===== src/rtl/mio_bus_responder_if.sv =====
// CPU_MIO request/response bundle between the multicycle controller (master)
// and the memory/IO responder (slave).
interface mio_bus_responder_if;
  logic        cpu_mio;
  logic        mem_r;
  logic        mem_w;
  logic [31:0] addr_bus;
  logic [31:0] data_out;
  logic [31:0] data_in;
  logic        MIO_ready;
  logic        bus_err;

  modport master (
    output cpu_mio, mem_r, mem_w, addr_bus, data_out,
    input  data_in, MIO_ready, bus_err
  );

  modport slave (
    input  cpu_mio, mem_r, mem_w, addr_bus, data_out,
    output data_in, MIO_ready, bus_err
  );
endinterface


===== src/rtl/mio_bus_responder.sv =====
// Memory/IO responder: decodes CPU_MIO requests onto data RAM, LED register,
// switches and counter/keyboard, returns data with a one-cycle MIO_ready.
module mio_bus_responder #(
  parameter int RAM_AW  = 10,
  parameter int RAM_LAT = 1
) (
  input  logic              clk,
  input  logic              reset,
  mio_bus_responder_if.slave bus,
  output logic              ram_en,
  output logic              ram_we,
  output logic [RAM_AW-1:0] ram_addr,
  output logic [31:0]       ram_din,
  input  logic [31:0]       ram_dout,
  output logic [31:0]       led,
  input  logic [15:0]       sw,
  input  logic              kbd_valid,
  input  logic [7:0]        kbd_data,
  output logic              kbd_ack,
  output logic              INT_CNT,
  output logic              INT_KBD
);

  typedef enum logic [2:0] {IDLE, RAM_ACC, RAM_WAIT, PERIPH, DONE} state_t;
  typedef enum logic [2:0] {T_RAM, T_LED, T_SW, T_CNT, T_KBD, T_NONE} tgt_t;

  state_t            state_r;
  logic              rd_r;
  logic              wr_r;
  logic [3:0]        region_r;
  logic [1:0]        sel_r;
  logic [31:0]       wdata_r;
  logic [2:0]        wait_r;
  logic              err_r;
  logic [31:0]       data_in_r;
  logic              mio_ready_r;
  logic              bus_err_r;
  logic              ram_en_r;
  logic              ram_we_r;
  logic [RAM_AW-1:0] ram_addr_r;
  logic [31:0]       ram_din_r;
  logic [31:0]       led_r;
  logic [31:0]       cnt_r;
  logic              int_cnt_r;
  logic              int_kbd_r;
  logic              kbd_ack_r;

  tgt_t              tgt_s;
  logic              err_s;
  logic              periph_wr_s;
  logic              cnt_wr_s;
  logic [31:0]       rdata_s;

  assign bus.data_in   = data_in_r;
  assign bus.MIO_ready = mio_ready_r;
  assign bus.bus_err   = bus_err_r;
  assign ram_en        = ram_en_r;
  assign ram_we        = ram_we_r;
  assign ram_addr      = ram_addr_r;
  assign ram_din       = ram_din_r;
  assign led           = led_r;
  assign kbd_ack       = kbd_ack_r;
  assign INT_CNT       = int_cnt_r;
  assign INT_KBD       = int_kbd_r;

  // Target decode from the latched request address.
  always_comb begin
    tgt_s = T_NONE;
    case (region_r)
      4'h0: tgt_s = T_RAM;
      4'hE: tgt_s = T_LED;
      4'hF: begin
        case (sel_r)
          2'b00:   tgt_s = T_SW;
          2'b01:   tgt_s = T_CNT;
          2'b10:   tgt_s = T_KBD;
          default: tgt_s = T_NONE;
        endcase
      end
      default: tgt_s = T_NONE;
    endcase
  end

  // Error, peripheral write strobes and read-data mux for the PERIPH state.
  // A RAM target only reaches PERIPH when read and write were both requested.
  always_comb begin
    err_s = (rd_r & wr_r) | (tgt_s == T_NONE) | (tgt_s == T_RAM) |
            (wr_r & ((tgt_s == T_SW) | (tgt_s == T_KBD)));
    periph_wr_s = (state_r == PERIPH) & wr_r & ~err_s;
    cnt_wr_s    = periph_wr_s & (tgt_s == T_CNT);
    rdata_s     = 32'h0000_0000;
    case (tgt_s)
      T_LED:   rdata_s = led_r;
      T_SW:    rdata_s = {16'h0000, sw};
      T_CNT:   rdata_s = cnt_r;
      T_KBD:   rdata_s = {23'h00_0000, kbd_valid, kbd_data};
      default: rdata_s = 32'h0000_0000;
    endcase
  end

  // Request FSM with all bus, RAM, LED and keyboard-ack outputs registered.
  always_ff @(posedge clk) begin
    if (reset) begin
      state_r     <= IDLE;
      rd_r        <= 1'b0;
      wr_r        <= 1'b0;
      region_r    <= 4'h0;
      sel_r       <= 2'b00;
      wdata_r     <= 32'h0000_0000;
      wait_r      <= 3'd0;
      err_r       <= 1'b0;
      data_in_r   <= 32'h0000_0000;
      mio_ready_r <= 1'b0;
      bus_err_r   <= 1'b0;
      ram_en_r    <= 1'b0;
      ram_we_r    <= 1'b0;
      ram_addr_r  <= '0;
      ram_din_r   <= 32'h0000_0000;
      led_r       <= 32'h0000_0000;
      kbd_ack_r   <= 1'b0;
    end else begin
      mio_ready_r <= 1'b0;
      bus_err_r   <= 1'b0;
      ram_en_r    <= 1'b0;
      ram_we_r    <= 1'b0;
      ram_addr_r  <= '0;
      ram_din_r   <= 32'h0000_0000;
      kbd_ack_r   <= 1'b0;
      case (state_r)
        IDLE: begin
          if (bus.cpu_mio && (bus.mem_r || bus.mem_w)) begin
            rd_r     <= bus.mem_r;
            wr_r     <= bus.mem_w;
            region_r <= bus.addr_bus[31:28];
            sel_r    <= bus.addr_bus[3:2];
            wdata_r  <= bus.data_out;
            if ((bus.addr_bus[31:28] == 4'h0) && !(bus.mem_r && bus.mem_w)) begin
              ram_en_r   <= 1'b1;
              ram_we_r   <= bus.mem_w;
              ram_addr_r <= bus.addr_bus[RAM_AW+1:2];
              ram_din_r  <= bus.data_out;
              state_r    <= RAM_ACC;
            end else begin
              state_r <= PERIPH;
            end
          end
        end
        RAM_ACC: begin
          wait_r  <= 3'(RAM_LAT);
          err_r   <= 1'b0;
          state_r <= RAM_WAIT;
        end
        RAM_WAIT: begin
          if (wait_r <= 3'd1) begin
            if (rd_r) begin
              data_in_r <= ram_dout;
            end
            state_r <= DONE;
          end else begin
            wait_r <= wait_r - 3'd1;
          end
        end
        PERIPH: begin
          err_r <= err_s;
          if (err_s) begin
            data_in_r <= 32'h0000_0000;
          end else if (rd_r) begin
            data_in_r <= rdata_s;
          end
          if (periph_wr_s && (tgt_s == T_LED)) begin
            led_r <= wdata_r;
          end
          if (rd_r && !err_s && (tgt_s == T_KBD)) begin
            kbd_ack_r <= kbd_valid;
          end
          state_r <= DONE;
        end
        DONE: begin
          mio_ready_r <= 1'b1;
          bus_err_r   <= err_r;
          state_r     <= IDLE;
        end
        default: state_r <= IDLE;
      endcase
    end
  end

  // Down-counter; a bus write in the same edge as the 1->0 step takes priority.
  always_ff @(posedge clk) begin
    if (reset) begin
      cnt_r     <= 32'h0000_0000;
      int_cnt_r <= 1'b0;
    end else if (cnt_wr_s) begin
      cnt_r     <= wdata_r;
      int_cnt_r <= 1'b0;
    end else if (cnt_r != 32'h0000_0000) begin
      cnt_r <= cnt_r - 32'h0000_0001;
      if (cnt_r == 32'h0000_0001) begin
        int_cnt_r <= 1'b1;
      end
    end
  end

  // Keyboard interrupt level follows kbd_valid one cycle later.
  always_ff @(posedge clk) begin
    if (reset) begin
      int_kbd_r <= 1'b0;
    end else begin
      int_kbd_r <= kbd_valid;
    end
  end

endmodule


===== src/flat_wrapper.sv =====
// flat-port wrapper written by rule: the top's interface ports become plain ports
module mio_bus_responder_flat 
#(
  parameter int RAM_AW  = 10,
  parameter int RAM_LAT = 1
)
  (clk, reset, ram_en, ram_we, ram_addr, ram_din, ram_dout, led, sw, kbd_valid, kbd_data, kbd_ack, INT_CNT, INT_KBD, bus_cpu_mio, bus_mem_r, bus_mem_w, bus_addr_bus, bus_data_out, bus_data_in, bus_MIO_ready, bus_bus_err);
  mio_bus_responder_if bus_i ();
  input  logic clk;
  input  logic reset;
  output logic ram_en;
  output logic ram_we;
  output logic [RAM_AW-1:0] ram_addr;
  output logic [31:0] ram_din;
  input  logic [31:0] ram_dout;
  output logic [31:0] led;
  input  logic [15:0] sw;
  input  logic kbd_valid;
  input  logic [7:0] kbd_data;
  output logic kbd_ack;
  output logic INT_CNT;
  output logic INT_KBD;
  input wire logic [$bits(bus_i.cpu_mio)-1:0] bus_cpu_mio;
  input wire logic [$bits(bus_i.mem_r)-1:0] bus_mem_r;
  input wire logic [$bits(bus_i.mem_w)-1:0] bus_mem_w;
  input wire logic [$bits(bus_i.addr_bus)-1:0] bus_addr_bus;
  input wire logic [$bits(bus_i.data_out)-1:0] bus_data_out;
  output wire logic [$bits(bus_i.data_in)-1:0] bus_data_in;
  output wire logic [$bits(bus_i.MIO_ready)-1:0] bus_MIO_ready;
  output wire logic [$bits(bus_i.bus_err)-1:0] bus_bus_err;
  assign bus_i.cpu_mio = bus_cpu_mio;
  assign bus_i.mem_r = bus_mem_r;
  assign bus_i.mem_w = bus_mem_w;
  assign bus_i.addr_bus = bus_addr_bus;
  assign bus_i.data_out = bus_data_out;
  assign bus_data_in = bus_i.data_in;
  assign bus_MIO_ready = bus_i.MIO_ready;
  assign bus_bus_err = bus_i.bus_err;
  mio_bus_responder #(.RAM_AW(RAM_AW), .RAM_LAT(RAM_LAT)) u_core (.clk(clk), .reset(reset), .bus(bus_i), .ram_en(ram_en), .ram_we(ram_we), .ram_addr(ram_addr), .ram_din(ram_din), .ram_dout(ram_dout), .led(led), .sw(sw), .kbd_valid(kbd_valid), .kbd_data(kbd_data), .kbd_ack(kbd_ack), .INT_CNT(INT_CNT), .INT_KBD(INT_KBD));
endmodule

===== config.mk =====
export PLATFORM = sky130hd
export DESIGN_NAME = mio_bus_responder_flat
export DESIGN_NICKNAME = d
export VERILOG_FILES = /design/src/rtl/mio_bus_responder_if.sv /design/src/rtl/mio_bus_responder.sv /design/src/flat_wrapper.sv
export SDC_FILE = /design/constraint.sdc
export NUM_CORES = 1
export LEC_CHECK = 0
export ABC_AREA = 1
export BUFFER_PORTS_ARGS = -buffer_cell sky130_fd_sc_hd__buf_2
export CORE_MARGIN = 2
export CORE_UTILIZATION = 57
export DETAILED_ROUTE_END_ITERATION = 7
export PLACE_DENSITY = 0.95
export SYNTH_ARGS = -nofsm -noshare
export SYNTH_HDL_FRONTEND = slang
export SYNTH_SLANG_ARGS = --single-unit

===== constraint.sdc =====
create_clock -name clk -period 3.66 [get_ports clk]
set_clock_uncertainty 0.05 [all_clocks]
set_input_delay 0.915 -clock clk [delete_from_list [all_inputs] [get_ports clk]]
set_output_delay 0.915 -clock clk [all_outputs]
set_load 0.02 [all_outputs]

======== Yosys cells after proc, flatten, opt, wreduce, memory -nomap -nowiden ========
Cells that the tools add are included.
cells by class
  add/subtract/negate cells ............... 2
  magnitude comparators ................... 1
  equality and inequality tests ........... 19
  mux-type cells .......................... 19
  bitwise operators ....................... 16
  reduce and logical (&&, ||, !) cells .... 30
operator list
  kind                                                number
  2-to-1 mux 32 bit                                   6
  case mux 32 bit (4 select lines)                    1
  case mux 32 bit (2 select lines)                    1
  == test 32 x 1 -> 1 bit, second input constant      1
  nonzero test 32 bit                                 1
  subtractor 32 x 1 -> 32 bit, second input constant  1
  case mux 3 bit (3 select lines)                     2
  == test 3 x 2 -> 1 bit, second input constant       4
  case mux 3 bit (4 select lines)                     1
  AND reduction 2 bit                                 5
  == test 3 bit, second input constant                3
  2-to-1 mux 3 bit                                    3
  == test 4 bit, second input constant                2
  zero test 4 bit                                     2
  nonzero test 2 bit                                  4
  NOT 1 bit                                           7
  == test 3 x 1 -> 1 bit, second input constant       2
  logical AND 1 bit                                   6
  zero test 3 bit                                     2
  != test 2 x 1 -> 1 bit, second input constant       3
  case mux 3 bit (2 select lines)                     1
  OR reduction 3 bit                                  2
  bitwise AND 1 bit                                   5
  bitwise OR 1 bit                                    4
  15 further kinds                                    18
word-level totals
  bits in registers ....................... 192
  input port bits ......................... 126

======== Logic depth before layout (Yosys ltp) ========
Gate-level depths: netlist of run 1.
  depth after elaboration ................. 12
  mapped depth ............................ 13
  gate-level depth less buffers ........... 12

======== Worst setup path before layout of run 1 ========
OpenSTA, ideal clock, no wires.
  path type ............................... in2reg
  start point ............................. in reset
  end point ............................... reg u_core.region_r[0]
  setup time .............................. 65 ps
  arrival time ............................ 1894 ps
  required time ........................... 3545 ps
  setup slack ............................. 1651 ps
  stages .................................. 6
  path buffers ............................ 3
  cell sequence ........................... clkbuf_1 > inv_1 > clkbuf_1 > clkbuf_1 > o21ai_0 > nor2_1
RTL lines
  element               line                      source
  start, declared       flat_wrapper.sv:10        input logic reset;
  end signal, assigned  mio_bus_responder.sv:134  region_r <= bus.addr_bus[31:28];
  end, declared         mio_bus_responder.sv:30   logic [3:0] region_r;

======== Worst setup path after layout of run 1 ========
  start point ............................. reg u_core.state_r[1]
  end point ............................... reg u_core.data_in_r[13], in the netlist u_core.bus.data_in[13]
on the way
  word-level cells in the longest chain between the ends .. 3
  elaborated cells on any way between the ends .. 8
  those cells by class .................... eq/ne (5); mux (1); reduce/logical (2)
RTL lines
  element                                                         line                      source
  start, declared                                                 mio_bus_responder.sv:27   state_t state_r;
  start signal, assigned                                          mio_bus_responder.sv:104  state_r <= IDLE;
  start signal, assigned                                          mio_bus_responder.sv:142  state_r <= RAM_ACC;
  start signal, assigned                                          mio_bus_responder.sv:144  state_r <= PERIPH;
  == test 3 x 2 -> 1 bit                                          mio_bus_responder.sv:129  case (state_r)
  != test 3 x 1 -> 1 bit (no line), or another cell as far along  -
  AND reduction 4 bit (no line)                                   -
  end signal, assigned                                            mio_bus_responder.sv:156  data_in_r <= ram_dout;
  end signal, assigned                                            mio_bus_responder.sv:168  data_in_r <= rdata_s;
  end, declared                                                   mio_bus_responder.sv:35   logic [31:0] data_in_r;
Parallel ways exist; a longest one is shown, timed or not.
A chain may end at the register's enable or synchronous reset.

==> summary.txt, run 1 <==
Status
  • Status: completed

Placed design
  • Detail Placement HPWL: 17.7 mm
  • Port bufs: 220
  • Placed Area: 9890 sq um
  • Gpl congestion: 0.935

Yosys
  • EDFF count, synth: 0
  • Post-Synthesis Cells: 1306
  • Ys async rst share: 0
  • Share of the synthesized area in the top cell type: 0.437
  • Mapped Nets: 1437
  • Cell with the most instances after synthesis: nand2_1
  • Yosys reg bits: 192
  • Library cells used by synthesis: 36
  • Synth top area cells: dfxtp_1, nand2_1, nor2_1
  • Area leader, netlist: dfxtp_1
  • Mapped Area: 8800 sq um
  • Synth Flop Type: dfxtp_1
  • Synth warn: 0
  • Leading cell types by count after synthesis: nand2_1, nor2_1, dfxtp_1, inv_1, o21ai_0
  • Sequential share of the synthesized area: 0.437
  • Post-Syn Area per Cell: 6.74 sq um

Global routing
  • GRT busiest layer: met2
  • M2 GR Usage: 0.465
  • Largest net degree at the start of global routing: 75
  • M3 GR Usage: 0.0480
  • Gr ovfl total: 0
  • Met1 Track Usage GR: 0.425
  • Overall Global Routing Usage: 0.301
  • Antenna violations before repair: 0
  • First-pass GRT wire length: 39.4 mm
  • Number of global-route vias before repair: 8115

Detailed routing
  • DR pass1 iterations: 5
  • DRT Wirelength: 24.6 mm
  • DR WL/cell: 14.6 um
  • First DRT Iteration DRCs: 953
  • Routed vias/inst: 5.26
  • # DRC: 0
  • Via count: 8889
  • ANT nets after route: 0

Setup path
  • CP Capture Type: flip-flop
  • Critical path required time: 3.98 ns
  • Setup CP Type: flip-flop to flip-flop
  • CP Launch Type: flip-flop
  • CP max FO: 34
  • Crit path DAT: 3.11 ns

Layout
  • Storage element area: 3840 sq um
  • # diodes: 0
  • Area of the multi-input gates: 4090 sq um
  • Area Overhead vs Synth: 18.6%
  • Filler cell count: 1262
  • Layout cells sized above 1: 0.193
  • Fin nets: 1622
  • Fin area: 10400 sq um

Clock network
  • CTS tree: done
  • Clock buffer depth: 2
  • CTS resizes: 0
  • Setup bufs post-CTS: 0
  • Hold_buf cts: 0
  • Reg clk slew, reported paths: 0.07 ns
  • Cts bufs inserted: 17
  • Worst skew pair latency: 0.43 ns
  • Sink Count: 192
  • Root Driver: clkbuf_16
  • Htree depth: 4

Power and ir drop
  • Pwr Density: 653 nW/um^2
  • Clock power frac: 0.260
  • Pint: 4.12 mW
  • LEAKAGE: 5.52 nW
  • Comb pwr share: 0.358
  • Reg power frac: 0.381
  • Sw Ratio: 0.395
  • Worst IR Drop VDD: 0.513 mV
  • Switch Pwr: 2.69 mW

STA
  • Final setup TNS: 0 ns
  • Fin. Hold Viols: 0
  • Measured slew at the worst slew-check pin: 0.767 ns
  • Final critical-path required period: 2.79 ns
  • Highest clock rate: 0.358 GHz
  • Fin. max-slew vios: 0
  • Fin crit share: 0.762
  • Final setup viols: 0
  • Slew HR: 0.488
  • RSZ-0062 raised after global routing: no

Worst hold path
  • Worst hold-check path type: flip-flop to flip-flop

Die
  • IO Count: 239
  • Starting Density: 0.581
  • Vert. Die Dim: 128 um
  • CORE AREA: 15100 sq um
  • Overall die width: 128 um
  • Die area: 16500 sq um
  • Row Count: 45

Job
  • Max cap viols: 0
[registers in the layout (all words and copies together), names as in the netlist, 2 cells and up]
signal	count
u_core.bus.data_in	32
u_core.cnt_r	32
u_core.led	32
u_core.ram_din	32
u_core.wdata_r	32
u_core.ram_addr	10
u_core.region_r	4
u_core.state_r	3
u_core.wait_r	3
u_core.sel_r	2
[path summary, 6_finish.rpt]
kind,cells past startpoint,startpoint,endpoint,slack (ns)
worst max-delay path,10,u_core.state_r[1],u_core.bus.data_in[13],0.87
worst min-delay path,2,u_core.INT_CNT,u_core.INT_CNT,0.40
worst max register to register,10,u_core.state_r[1],u_core.bus.data_in[13],0.87
worst min register to register,2,u_core.INT_CNT,u_core.INT_CNT,0.40
[critical path: stages, from the launching register on]
cell     delay [ns]
dfxtp_1        0.33
inv_1          0.06
nor2_2         0.14
nand2_2        0.40
inv_1          0.27
nand3_1        0.41
inv_1          0.64
nand2_1        0.16
nand2_1        0.10
nor2_1         0.04
nor2_1         0.11
[layout make-up]
type | instances | share of cell area
clock buffer | 20 | 0.0428
timing repair buffer | 228 | 0.112
sequential | 192 | 0.368
clock inverter | 11 | 0.0102
tap | 188 | 0.0225
multi-input combinational | 909 | 0.392
inverter | 143 | 0.0519
[logic make-up after synthesis]
family	count (synthesis)	synth area share
AND/OR/NAND/NOR	703	0.333
buffers and inverters	205	0.0984
flip-flops	192	0.437
AO/OA/AOI/OAI	184	0.108
XOR/XNOR	17	0.0169
adder cells (fa/ha/maj)	5	0.00711
[power groups by stage]
stage / registers (mW) / clock network (mW) / logic, mW
floorplan: 2.59 / 0 / 1.83
global placement: 2.62 / 0 / 2.35
detailed placement: 2.63 / 0 / 2.38
CTS: 2.58 / 1.78 / 2.41
global route: 2.62 / 1.87 / 2.78
finish: 2.60 / 1.77 / 2.44
[layout by cell type (no fill, tap or decap), types with 8 or more instances in the layout]
cell and instances:
nand2_1 312, nor2_1 266, buf_2 220, dfxtp_1 192, inv_1 137, o21ai_0 94
a21oi_1 80, nand3_1 68, nand4_1 22, clkbuf_16 17, nand2_2 13, xor2_1 9
xnor2_1 8
[per-layer routing]
layer / vias up / part of all wire
met5: - / 0
met4: 0 / 0.023
met3: 43 / 0.088
met2: 423 / 0.44
met1: 3977 / 0.45
li1: 4446 / -
[stage by stage]
stage | setup WS, ns | utilization | instances | hold WS [ns] | power, mW
finish | 0.870 | 0.689 | 1691 | 0.400 | 6.81
global route | 0.634 | 0.689 | 1691 | 0.420 | 7.26
detailed placement | 0.947 | 0.653 | 1660 | 0.390 | 5.01
CTS | 0.899 | 0.689 | 1691 | 0.400 | 6.77
floorplan | 1.65 | - | 1306 | 0.385 | 4.42
global placement | 1.02 | 0.653 | 1660 | 0.383 | 4.97
(Power assumes the default switching activity.)
==> inputs of run 2 (changes only) <==
--- a/config.mk
+++ b/config.mk
@@ -5,12 +5,12 @@
 export SDC_FILE = /design/constraint.sdc
 export NUM_CORES = 1
 export LEC_CHECK = 0
-export ABC_AREA = 1
+export ABC_AREA = 0
 export BUFFER_PORTS_ARGS = -buffer_cell sky130_fd_sc_hd__buf_2
 export CORE_MARGIN = 2
-export CORE_UTILIZATION = 57
+export CORE_UTILIZATION = 47
 export DETAILED_ROUTE_END_ITERATION = 7
-export PLACE_DENSITY = 0.95
+export PLACE_DENSITY = 0.88
 export SYNTH_ARGS = -nofsm -noshare
 export SYNTH_HDL_FRONTEND = slang
 export SYNTH_SLANG_ARGS = --single-unit
==> constraint.sdc (replaced) <==
create_clock -name clk -period 2.5 [get_ports clk]
set_clock_uncertainty 0.05 [all_clocks]
set_input_delay 0.625 -clock clk [delete_from_list [all_inputs] [get_ports clk]]
set_output_delay 0.625 -clock clk [all_outputs]
set_load 0.02 [all_outputs]
==> run 2 against run 1 <==
Against the previous run:
- fmax rose by 18%
- clock-buffer cell count fell by 2
- register-to-register slack got worse by 0.74 ns
- routed wire length fell by 8.6%
- flip-flop and latch count did not move
- via count fell by 15%
- utilization fell by 8.9 points
- sequential share of layout area rose by 1.7 points
- power rose by 31%
- critical path type unchanged
- largest power group unchanged
- highest routed layer unchanged
==> summary.txt, run 2 <==
Clock network
  • Root Driver: clkbuf_16
  • Cts bufs inserted: 17
  • Hold_buf cts: 0
  • Setup bufs post-CTS: 0
  • CTS tree: done
  • Htree depth: 4
  • CTS resizes: 0
  • Reg clk slew, reported paths: 0.07 ns
  • Sink Count: 192
  • Worst skew pair latency: 0.45 ns
  • Clock buffer depth: 2

Setup path
  • Slowest Stage Delay on Critical Path: 0.60 ns
  • Critical path's slowest cell: or4_4
  • Setup CP Type: flip-flop to flip-flop
  • Most used cell, CP: or4_4
  • CP Capture Type: flip-flop
  • Critical path required time: 2.77 ns
  • Crit path DAT: 2.64 ns
  • CP Launch Type: flip-flop
  • Crit-path cells: or4_4 > or2_1 > or4_4 > nand2_4 > buf_12 > o21ai_0
  • CP max FO: 11
  • Worst Reg2Reg Path Length in Cells: 6

Detailed routing
  • WL met2: 10.7 mm
  • Max layer used: met4
  • # DRC: 0
  • Via count: 7540
  • DRT Wirelength: 22.5 mm
  • ANT nets after route: 0
  • DR pass1 iterations: 5
  • Length of routed met3 wiring: 1.77 mm
  • DR WL/cell: 16.3 um
  • Metal1 wirelength: 9.42 mm
  • First DRT Iteration DRCs: 622
  • Routed vias/inst: 5.48

Yosys
  • Post-Synthesis Cells: 945
  • Mapped Nets: 1076
  • Mux cell area share after synthesis: 0.0112
  • Area leader, netlist: dfxtp_1
  • Sequential share of the synthesized area: 0.479
  • Share of the synthesized area in the top cell type: 0.479
  • Library cells used by synthesis: 56
  • Adder-cell share of the synthesized area: 0.00780
  • Synth top area cells: dfxtp_1, nand2_1, a21oi_1
  • Ys async rst share: 0
  • Post-synthesis simple-gate area fraction: 0.248
  • Synth Flop Type: dfxtp_1
  • Mapped Area: 8020 sq um
  • Main combinational cell family by area after synthesis: simple AND/OR/NAND/NOR gates
  • Cell with the most instances after synthesis: nand2_1
  • EDFF count, synth: 0
  • Synth Area in XOR/XNOR: 0.0317
  • Leading cell types by count after synthesis: nand2_1, dfxtp_1, a21oi_1, clkbuf_1, nor2_1
  • Complex-gate fraction of the synthesized area: 0.182
  • Post-Syn Area per Cell: 8.48 sq um
  • Synth warn: 0
  • Yosys reg bits: 192

Die
  • IO Count: 239
  • Row Count: 47
  • Vert. Die Dim: 135 um
  • Overall die width: 135 um
  • Starting Density: 0.482
  • Die area: 18100 sq um
  • CORE AREA: 16600 sq um

STA
  • Final critical-path required period: 2.37 ns
  • RSZ-0062 raised after global routing: no
  • Fin. max-slew vios: 0
  • Slew HR: 0.537
  • Measured slew at the worst slew-check pin: 0.690 ns
  • Final setup TNS: 0 ns
  • Highest clock rate: 0.422 GHz
  • Fin. Hold Viols: 0
  • Final setup viols: 0
  • Fin crit share: 0.948

Layout
  • Fin nets: 1275
  • Area Overhead vs Synth: 24.6%
  • Post-route insts no fill: 1377
  • Most frequent cells in the layout: buf_2, nand2_1, dfxtp_1
  • # diodes: 0
  • Most common cell after layout, fill and taps aside: buf_2
  • Layout cells sized above 1: 0.271

Status
  • Status: completed

Power and ir drop
  • LEAKAGE: 4.28 nW
  • Worst IR Drop VDD: 0.642 mV
  • Pwr Density: 896 nW/um^2

Global routing
  • First-pass GRT wire length: 35.0 mm
  • Overall Global Routing Usage: 0.246
  • Antenna violations before repair: 0
  • Number of global-route vias before repair: 6982
  • Largest net degree at the start of global routing: 65
  • Gr ovfl total: 0

Job
  • Max cap viols: 0

Worst hold path
  • Hold Crit Depth: 2
  • Worst hold-check path type: input port to flip-flop

Placed design
  • DP Cell Count: 1345
  • Gpl congestion: 0.913
  • Port bufs: 220
  • Detail Placement HPWL: 16.4 mm
[run 2: cell count changes in the layout (fill, tap and decap cells not counted), sizes merged, moves of 20 or more]
cell,change
a211oi,+20
a22oi,+33
and2,+45
inv,-137
nand2,-129
nand3,-52
nor2,-226
nor3,+31
o21ai,-61
[run 2: cell families after synthesis]
logic type                 after synthesis
AOI/OAI and AO/OA                      223
xor gates and xnor gates                29
muxes                                    9
buffers and inverters                   72
adders and majority gates                5
DFF                                    192
and+or+nand+nor                        415
[run 2: final timing paths]
check / start / end / slack (ns)
max: u_core.cnt_r[24] / u_core.cnt_r[9] / 0.13
min: bus_addr_bus[8] / u_core.ram_addr[6] / 0.33
max reg2reg: u_core.cnt_r[24] / u_core.cnt_r[9] / 0.13
min reg2reg: u_core.err_r / u_core.err_r / 0.41
[run 2: area by class of cell]
class,count,area [sq um]
flip-flops and latches,192,3840
inverters,5,18.8
clock inverters,14,213
multi-input cells,681,3870
repair buffers,247,1330
well taps,220,275
fillers,1390,6660
clock buffers,18,429
[run 2: routing by layer]
| metal | track usage | vias up |
|---|---|---|
| met5 | 0 | - |
| met4 | 0.0918 | 0 |
| met3 | 0.0631 | 51 |
| met2 | 0.407 | 345 |
| met1 | 0.309 | 3492 |
| li1 | - | 3652 |
[run 2: power breakdown]
| group | switching [mW] | internal (mW) | leakage (nW) | total [mW] |
|---|---|---|---|---|
| logic | 1.26 | 0.988 | 2.41 | 2.25 |
| registers | 0.356 | 3.37 | 1.56 | 3.72 |
| clock network | 1.19 | 1.78 | 0.314 | 2.97 |
| total | 2.81 | 6.13 | 4.28 | 8.95 |
[run 2: critical path: cells and delay by family (launching register included)]
| kind | cells | cell delay, ns |
|---|---|---|
| simple gates | 4 | 1.60 |
| flops | 1 | 0.36 |
| buf+inv | 1 | 0.15 |
| compound gates | 1 | 0.10 |
[run 2: stage by stage]
stage / utilization / area [sq um] / setup WS, ns / power (mW) / hold WS, ns
global placement: 0.561 / 9340 / 0.190 / 5.90 / 0.395
global route: 0.600 / 9980 / 0.00738 / 9.39 / 0.311
detailed placement: 0.561 / 9340 / 0.174 / 5.98 / 0.404
floorplan: - / 8020 / 0.266 / 5.46 / 0.380
CTS: 0.600 / 9980 / 0.146 / 8.93 / 0.322
finish: 0.600 / 9980 / 0.130 / 8.95 / 0.328
